[config.mk]
export PLATFORM = sky130hd
export DESIGN_NAME = shim_trigger_seq_player
export DESIGN_NICKNAME = d
export VERILOG_FILES = /design/src/rtl/shim_trigger_pkg.sv /design/src/rtl/shim_trigger_seq_player.sv
export SDC_FILE = /design/constraint.sdc
export NUM_CORES = 1
export LEC_CHECK = 0
export CAP_MARGIN = 20
export CORE_UTILIZATION = 49
export CTS_CLUSTER_SIZE = 16
export DETAILED_ROUTE_END_ITERATION = 10
export MAX_ROUTING_LAYER = met4
export PLACE_DENSITY = 0.82
export SYNTH_ARGS = -nofsm -noshare
export SYNTH_HDL_FRONTEND = slang
export SYNTH_SLANG_ARGS = --single-unit
[constraint.sdc]
create_clock -name clk -period 5.8 [get_ports clk]
set_input_delay 1.45 -clock clk [delete_from_list [all_inputs] [get_ports clk]]
set_output_delay 1.45 -clock clk [all_outputs]
set_load 0.005 [all_outputs]
[src/rtl/shim_trigger_pkg.sv]
// ---------------------------------------------------------------------------
// shim_trigger_pkg
// Shared definitions for the trigger shim: command opcodes, the CANCEL word
// and the sequence player state encoding.
// ---------------------------------------------------------------------------
package shim_trigger_pkg;

    // Command opcodes, carried in cmd_word[31:29]
    localparam logic [2:0] SYNC_CH         = 3'd1;
    localparam logic [2:0] SET_LOCKOUT     = 3'd2;
    localparam logic [2:0] EXPECT_EXT_TRIG = 3'd3;
    localparam logic [2:0] DELAY           = 3'd4;
    localparam logic [2:0] FORCE_TRIG      = 3'd5;
    localparam logic [2:0] CANCEL          = 3'd7;

    localparam logic [31:0] CANCEL_WORD = {CANCEL, 29'd0};

    typedef enum logic [2:0] {
        S_IDLE   = 3'd0,
        S_READ   = 3'd1,
        S_WAIT   = 3'd2,
        S_PUSH   = 3'd3,
        S_DONE   = 3'd4,
        S_CANCEL = 3'd5
    } seq_state_t;

    function automatic logic opcode_is_valid(input logic [2:0] op);
        return (op == SYNC_CH) || (op == SET_LOCKOUT) || (op == EXPECT_EXT_TRIG) ||
               (op == DELAY) || (op == FORCE_TRIG) || (op == CANCEL);
    endfunction

endpackage

[src/rtl/shim_trigger_seq_player.sv]
// ---------------------------------------------------------------------------
// shim_trigger_seq_player
// Plays a preloaded list of trigger command words from the sequence RAM into
// the trigger command FIFO, optionally looping the list. A stop drops the
// rest of the list and pushes a CANCEL word so the trigger core aborts.
//
// Ports:
//   clk, resetn             clock, synchronous active-low reset
//   start, stop             one-cycle control pulses
//   seq_len, loop_count     list length / pass count (0 = forever), sampled on start
//   ram_rd_en, ram_addr     sequence RAM read port
//   ram_rd_data             RAM data, RAM_LATENCY cycles after ram_rd_en
//   cmd_fifo_wr_en/_data    command FIFO write port
//   cmd_fifo_full           command FIFO full
//   busy, done              status; done pulses on completion or after cancel
//   loops_remaining         passes left including the current one
//   bad_config              sticky error, cleared by the next accepted start
//
// Build option: SHIM_SEQ_OPCODE_CHECK_EN -- when defined, words with an
// unknown opcode are not forwarded; the player flags bad_config and cancels.
//
// state    | meaning
// ---------+---------------------------------------------------------
// S_IDLE   | waiting for a valid start
// S_READ   | RAM read strobe for the current address
// S_WAIT   | waiting RAM_LATENCY cycles for read data
// S_PUSH   | writing the held word once the FIFO has room
// S_DONE   | one-cycle done pulse, then idle
// S_CANCEL | writing the CANCEL word once the FIFO has room
// ---------------------------------------------------------------------------
module shim_trigger_seq_player
    import shim_trigger_pkg::*;
#(
    parameter int ADDR_W      = 10,
    parameter int RAM_LATENCY = 1
) (
    input  logic              clk,
    input  logic              resetn,
    input  logic              start,
    input  logic              stop,
    input  logic [ADDR_W:0]   seq_len,
    input  logic [15:0]       loop_count,
    output logic              ram_rd_en,
    output logic [ADDR_W-1:0] ram_addr,
    input  logic [31:0]       ram_rd_data,
    output logic              cmd_fifo_wr_en,
    output logic [31:0]       cmd_fifo_wr_data,
    input  logic              cmd_fifo_full,
    output logic              busy,
    output logic              done,
    output logic [15:0]       loops_remaining,
    output logic              bad_config
);

    localparam logic [ADDR_W:0] LP_MAX_LEN = {1'b1, {ADDR_W{1'b0}}};

    seq_state_t        r_state;
    seq_state_t        w_next;
    logic [ADDR_W-1:0] r_addr;
    logic [ADDR_W:0]   r_len;
    logic [15:0]       r_loops;
    logic              r_inf;
    logic [31:0]       r_hold;
    logic              r_wait_cnt;
    logic              r_bad;

    logic w_cfg_ok;
    logic w_start_ok;
    logic w_last_word;
    logic w_last_pass;
    logic w_stop_hit;
    logic w_op_bad;

    assign w_cfg_ok    = (seq_len != '0) && (seq_len <= LP_MAX_LEN);
    assign w_start_ok  = start && w_cfg_ok;
    assign w_last_word = ({1'b0, r_addr} == (r_len - (ADDR_W+1)'(1)));
    assign w_last_pass = !r_inf && (r_loops == 16'd1);
    // S_DONE is already the terminal step of a run, so a stop there is moot.
    assign w_stop_hit  = stop && ((r_state == S_READ) || (r_state == S_WAIT) ||
                                  (r_state == S_PUSH));

`ifdef SHIM_SEQ_OPCODE_CHECK_EN
    assign w_op_bad = !opcode_is_valid(r_hold[31:29]);
`else
    assign w_op_bad = 1'b0;
`endif

    // State register
    always_ff @(posedge clk) begin
        if (!resetn) begin
            r_state <= S_IDLE;
        end else begin
            r_state <= w_next;
        end
    end

    // Next-state logic
    always_comb begin
        w_next = r_state;
        case (r_state)
            S_IDLE:   if (w_start_ok) w_next = S_READ;
            S_READ:   w_next = S_WAIT;
            S_WAIT:   if (r_wait_cnt == 1'b0) w_next = S_PUSH;
            S_PUSH: begin
                if (w_op_bad) begin
                    w_next = S_CANCEL;
                end else if (!cmd_fifo_full) begin
                    if (w_last_word && w_last_pass) w_next = S_DONE;
                    else                            w_next = S_READ;
                end
            end
            S_DONE:   w_next = S_IDLE;
            S_CANCEL: if (!cmd_fifo_full) w_next = S_DONE;
            default:  w_next = S_IDLE;
        endcase
        // Stop outranks everything, including a same-cycle push.
        if (w_stop_hit) w_next = S_CANCEL;
    end

    // Outputs
    always_comb begin
        ram_rd_en        = (r_state == S_READ);
        cmd_fifo_wr_en   = ((r_state == S_PUSH) && !cmd_fifo_full && !stop && !w_op_bad) ||
                           ((r_state == S_CANCEL) && !cmd_fifo_full);
        cmd_fifo_wr_data = (r_state == S_CANCEL) ? CANCEL_WORD : r_hold;
        done             = (r_state == S_DONE);
        busy             = (r_state != S_IDLE);
    end

    assign ram_addr        = r_addr;
    assign loops_remaining = r_loops;
    assign bad_config      = r_bad;

    // Datapath
    always_ff @(posedge clk) begin
        if (!resetn) begin
            r_addr     <= '0;
            r_len      <= '0;
            r_loops    <= '0;
            r_inf      <= 1'b0;
            r_hold     <= '0;
            r_wait_cnt <= 1'b0;
            r_bad      <= 1'b0;
        end else begin
            case (r_state)
                S_IDLE: begin
                    if (start) begin
                        if (w_cfg_ok) begin
                            r_len   <= seq_len;
                            r_inf   <= (loop_count == 16'd0);
                            r_loops <= loop_count;
                            r_addr  <= '0;
                            r_bad   <= 1'b0;
                        end else begin
                            r_bad   <= 1'b1;
                        end
                    end
                end
                S_READ: r_wait_cnt <= 1'(RAM_LATENCY - 1);
                S_WAIT: begin
                    if (r_wait_cnt == 1'b0) r_hold <= ram_rd_data;
                    else                    r_wait_cnt <= r_wait_cnt - 1'b1;
                end
                S_PUSH: begin
                    if (!stop) begin
                        if (w_op_bad) begin
                            r_bad <= 1'b1;
                        end else if (!cmd_fifo_full) begin
                            if (!w_last_word) begin
                                r_addr <= r_addr + ADDR_W'(1);
                            end else if (w_last_pass) begin
                                r_loops <= '0;
                            end else begin
                                if (!r_inf) r_loops <= r_loops - 16'd1;
                                r_addr <= '0;
                            end
                        end
                    end
                end
                S_DONE:  r_loops <= '0;
                default: ;
            endcase
        end
    end

endmodule

==> run_results.csv <==
group,metric,value,unit
floorplan,die_area,9320,um2
setup_path,worst_path_max_delay_cell,"clkdlybuf4s50_1",
outcome,status,"completed",
setup_path,critPathCaptureType,"output port",
logic_synthesis,synth_area,4380,um2
placement,dp_hpwl,8760,um
setup_path,crit_buf_inv,2,
placement,globalplace.congestion,0.924,
drt,vias_per_cell,5.81,
clock_network,numCtsBuffers,9,
run,maxCapViolations,0,
setup_path,critPathTopFamily,"buffers and inverters",
clock_network,cts_max_level,3,
setup_path,crit_path_start_kind,"primary input",
grt,grt_max_degree,68,
logic_synthesis,synth.yosys.seq_area_share,33.8,%
sta,hold_slack,0.461,ns
sta,max_freq,0.230,GHz
logic_synthesis,syn_nets,636,
drt,ant_nets,0,
grt,grtUsageTotal,27.3,%
hold_path,min-delay-path-class,"register to register",
sta,maxSlewHeadroom,29.0,%
clock_network,clk_latency,0.35,ns
setup_path,rr_worst_depth,9,
clock_network,cts_setup_buffers,0,
logic_synthesis,netlist_instances,568,
placement,portBuffers,126,
sta,fin_worst_skew,0.0114,ns
logic_synthesis,synth_edf_count,0,
sta,rsz0062_at_grt,"no",
cells_and_area,area_delta_synth_final,33.5,%
floorplan,start_util,50.5,%
setup_path,critPathRequiredTime,4.35,ns
sta,timing.final.crit_share,75.0,%
clock_network,cts_hold_buf,0,
sta,setup_tns,0,ns
power_and_ir_drop,peakVddDrop,0.153,mV
logic_synthesis,yosys_warnings,0,
floorplan,ios,127,
grt,grt_pass1_wl,19500,um
drt,remaining_drc_errors,0,
cells_and_area,num_antenna_cells,0,
sta,hold_violations,0,
logic_synthesis,async_reset_ff_share,0,%
setup_path,critPathMaxFanout,8,
floorplan,core_area,8680,um2
setup_path,path_common_cell,"clkdlybuf4s50_1",
logic_synthesis,synth_cell_type_count,63,
grt,antenna_found_initial,0,
clock_network,cts_tree,"built",
sta,finalSetupViolations,0,
power_and_ir_drop,power_density,255,nW/um2
floorplan,die_h,96.6,um
drt,wl,12300,um
clock_network,cts_sinks,74,
cells_and_area,final_cell_mix,"125 x clkdlybuf4s50_1, 117 x nand2_1, 74 x dfxtp_1",
logic_synthesis,synth-seq-cells,74,
sta,tightest_slew,1.06,ns
sta,period_needed,4.35,ns
cells_and_area,drive_above_1_share,5.88,%
drt,via_count,4579,
clock_network,clock-root-buffer,"clkbuf_8",
drt,dr.pass1.iters,5,
hold_path,min_path_cells,2,
clock_network,clk_pin_slew,0.08,ns
grt,grt_pass1_vias,4130,
drt,drt-wirelength-per-cell,15.6,um
grt,overflow,0,
logic_synthesis,avgSynthCellArea,7.71,um2
clock_network,cts_buffer_depth,2,
floorplan,die_x,96.6,um
sta,drv_slew,0,
setup_path,crit_type,"primary input to output port",
drt,initialDrtViolationCount,259,
logic_synthesis,ys.flop_type,"dfxtp_1",
setup_path,crit_chain,"clkdlybuf4s50_1, o21a_1, nor2_1, clkdlybuf4s50_1",
setup_path,max_stage_delay,0.55,ns
floorplan,num_rows,34,
setup_path,cp.arrival,2.90,ns
setup_path,cp.depth,4,
cells_and_area,layout_commonest_cell,"clkdlybuf4s50_1",
cells_and_area,nets,743,
clock_network,cts_resized,0,
power_and_ir_drop,leakage,2.05,nW
metal layers:
layer / global-route usage [%] / part of all wire (%) / up-vias
li1: - / - / 2247
met1: 34.8 / 43 / 2139
met2: 42.5 / 48 / 178
met3: 6.34 / 6.9 / 15
met4: 9.44 / 1.5 / 0
met5: - / 0 / -
state kept, by name, indices dropped and copies added (netlist names):
register and count:
r_len 11, r_hold 32, bad_config 1, ram_addr 10
loops_remaining 16, r_inf 1, r_state 3
power by group:
| group | internal [mW] | switching [mW] | leakage (nW) | total (mW) |
|---|---|---|---|---|
| Combinational | 0.230 | 0.246 | 1.35 | 0.476 |
| Sequential | 0.548 | 0.0559 | 0.601 | 0.604 |
| Clock | 0.202 | 0.209 | 0.0962 | 0.410 |
Yosys cell counts (4+ instances only):
library cell	number	area, um2
a21boi_0	40	300
clkbuf_1	29	109
a21oi_1	25	125
nor4_1	13	81.3
xnor2_1	9	78.8
a22o_1	4	35.0
ha_1	4	50.1
nor2_1	24	90.1
mux2i_1	7	70.1
o31ai_1	13	97.6
o21a_1	7	52.6
and3_1	5	31.3
nor3_1	12	60.1
and2_1	32	200
nand3_1	24	120
or4_1	8	60.1
nand2_1	117	439
nand3b_1	5	37.5
xor2_1	4	35.0
dfxtp_1	74	1480
nand2b_1	7	43.8
o21ai_0	17	85.1
inv_1	9	33.8
a31oi_1	6	37.5
o211ai_1	12	90.1
metrics by stage:
stage               util [%]  setup slack [ns]  cells  power [mW]  area [um2]
floorplan                  -              2.22    568       0.893        4380
global placement        65.1              1.39    772        1.08        5650
detailed placement      65.1              1.30    772        1.09        5650
CTS                     67.4              1.44    788        1.50        5850
global route            67.4              1.34    788        1.57        5850
finish                  67.4              1.45    788        1.49        5850
cell families (layout without fill, tap and decap cells):
kind of cell,count (synthesis),count (layout),synth area share [%]
and+or+nand+nor,274,274,31.8
adders and majority gates,4,4,1.14
buffers and inverters,43,155,4.43
muxes,7,7,1.60
xor gates and xnor gates,13,13,2.60
AOI/OAI and AO/OA,153,153,24.6
DFF,74,74,33.8
layout make-up:
class / instances / area, um2
Tap cell: 108 / 135
Fill cell: 750 / 2830
Sequential cell: 74 / 1480
Clock buffer: 9 / 124
Timing Repair Buffer: 130 / 1290
Inverter: 9 / 33.8
Clock inverter: 7 / 76.3
Multi-Input combinational cell: 451 / 2710
worst paths after layout:
path,startpoint,slack [ns],endpoint
worst max-delay path,stop,1.45,cmd_fifo_wr_en
worst min-delay path,r_hold[31]$_SDFFE_PN0P_,0.46,r_hold[31]$_SDFFE_PN0P_
worst max register to register,r_len[0]$_SDFFE_PN0P_,2.53,ram_addr[0]$_SDFFE_PN0P_
worst min register to register,r_hold[31]$_SDFFE_PN0P_,0.46,r_hold[31]$_SDFFE_PN0P_
tightest hold or removal path: stages (launching register included):
cell     delay [ns]
dfxtp_1        0.31
nand2_1        0.05
a21oi_1        0.05
Power figures use the tool's default switching activity.
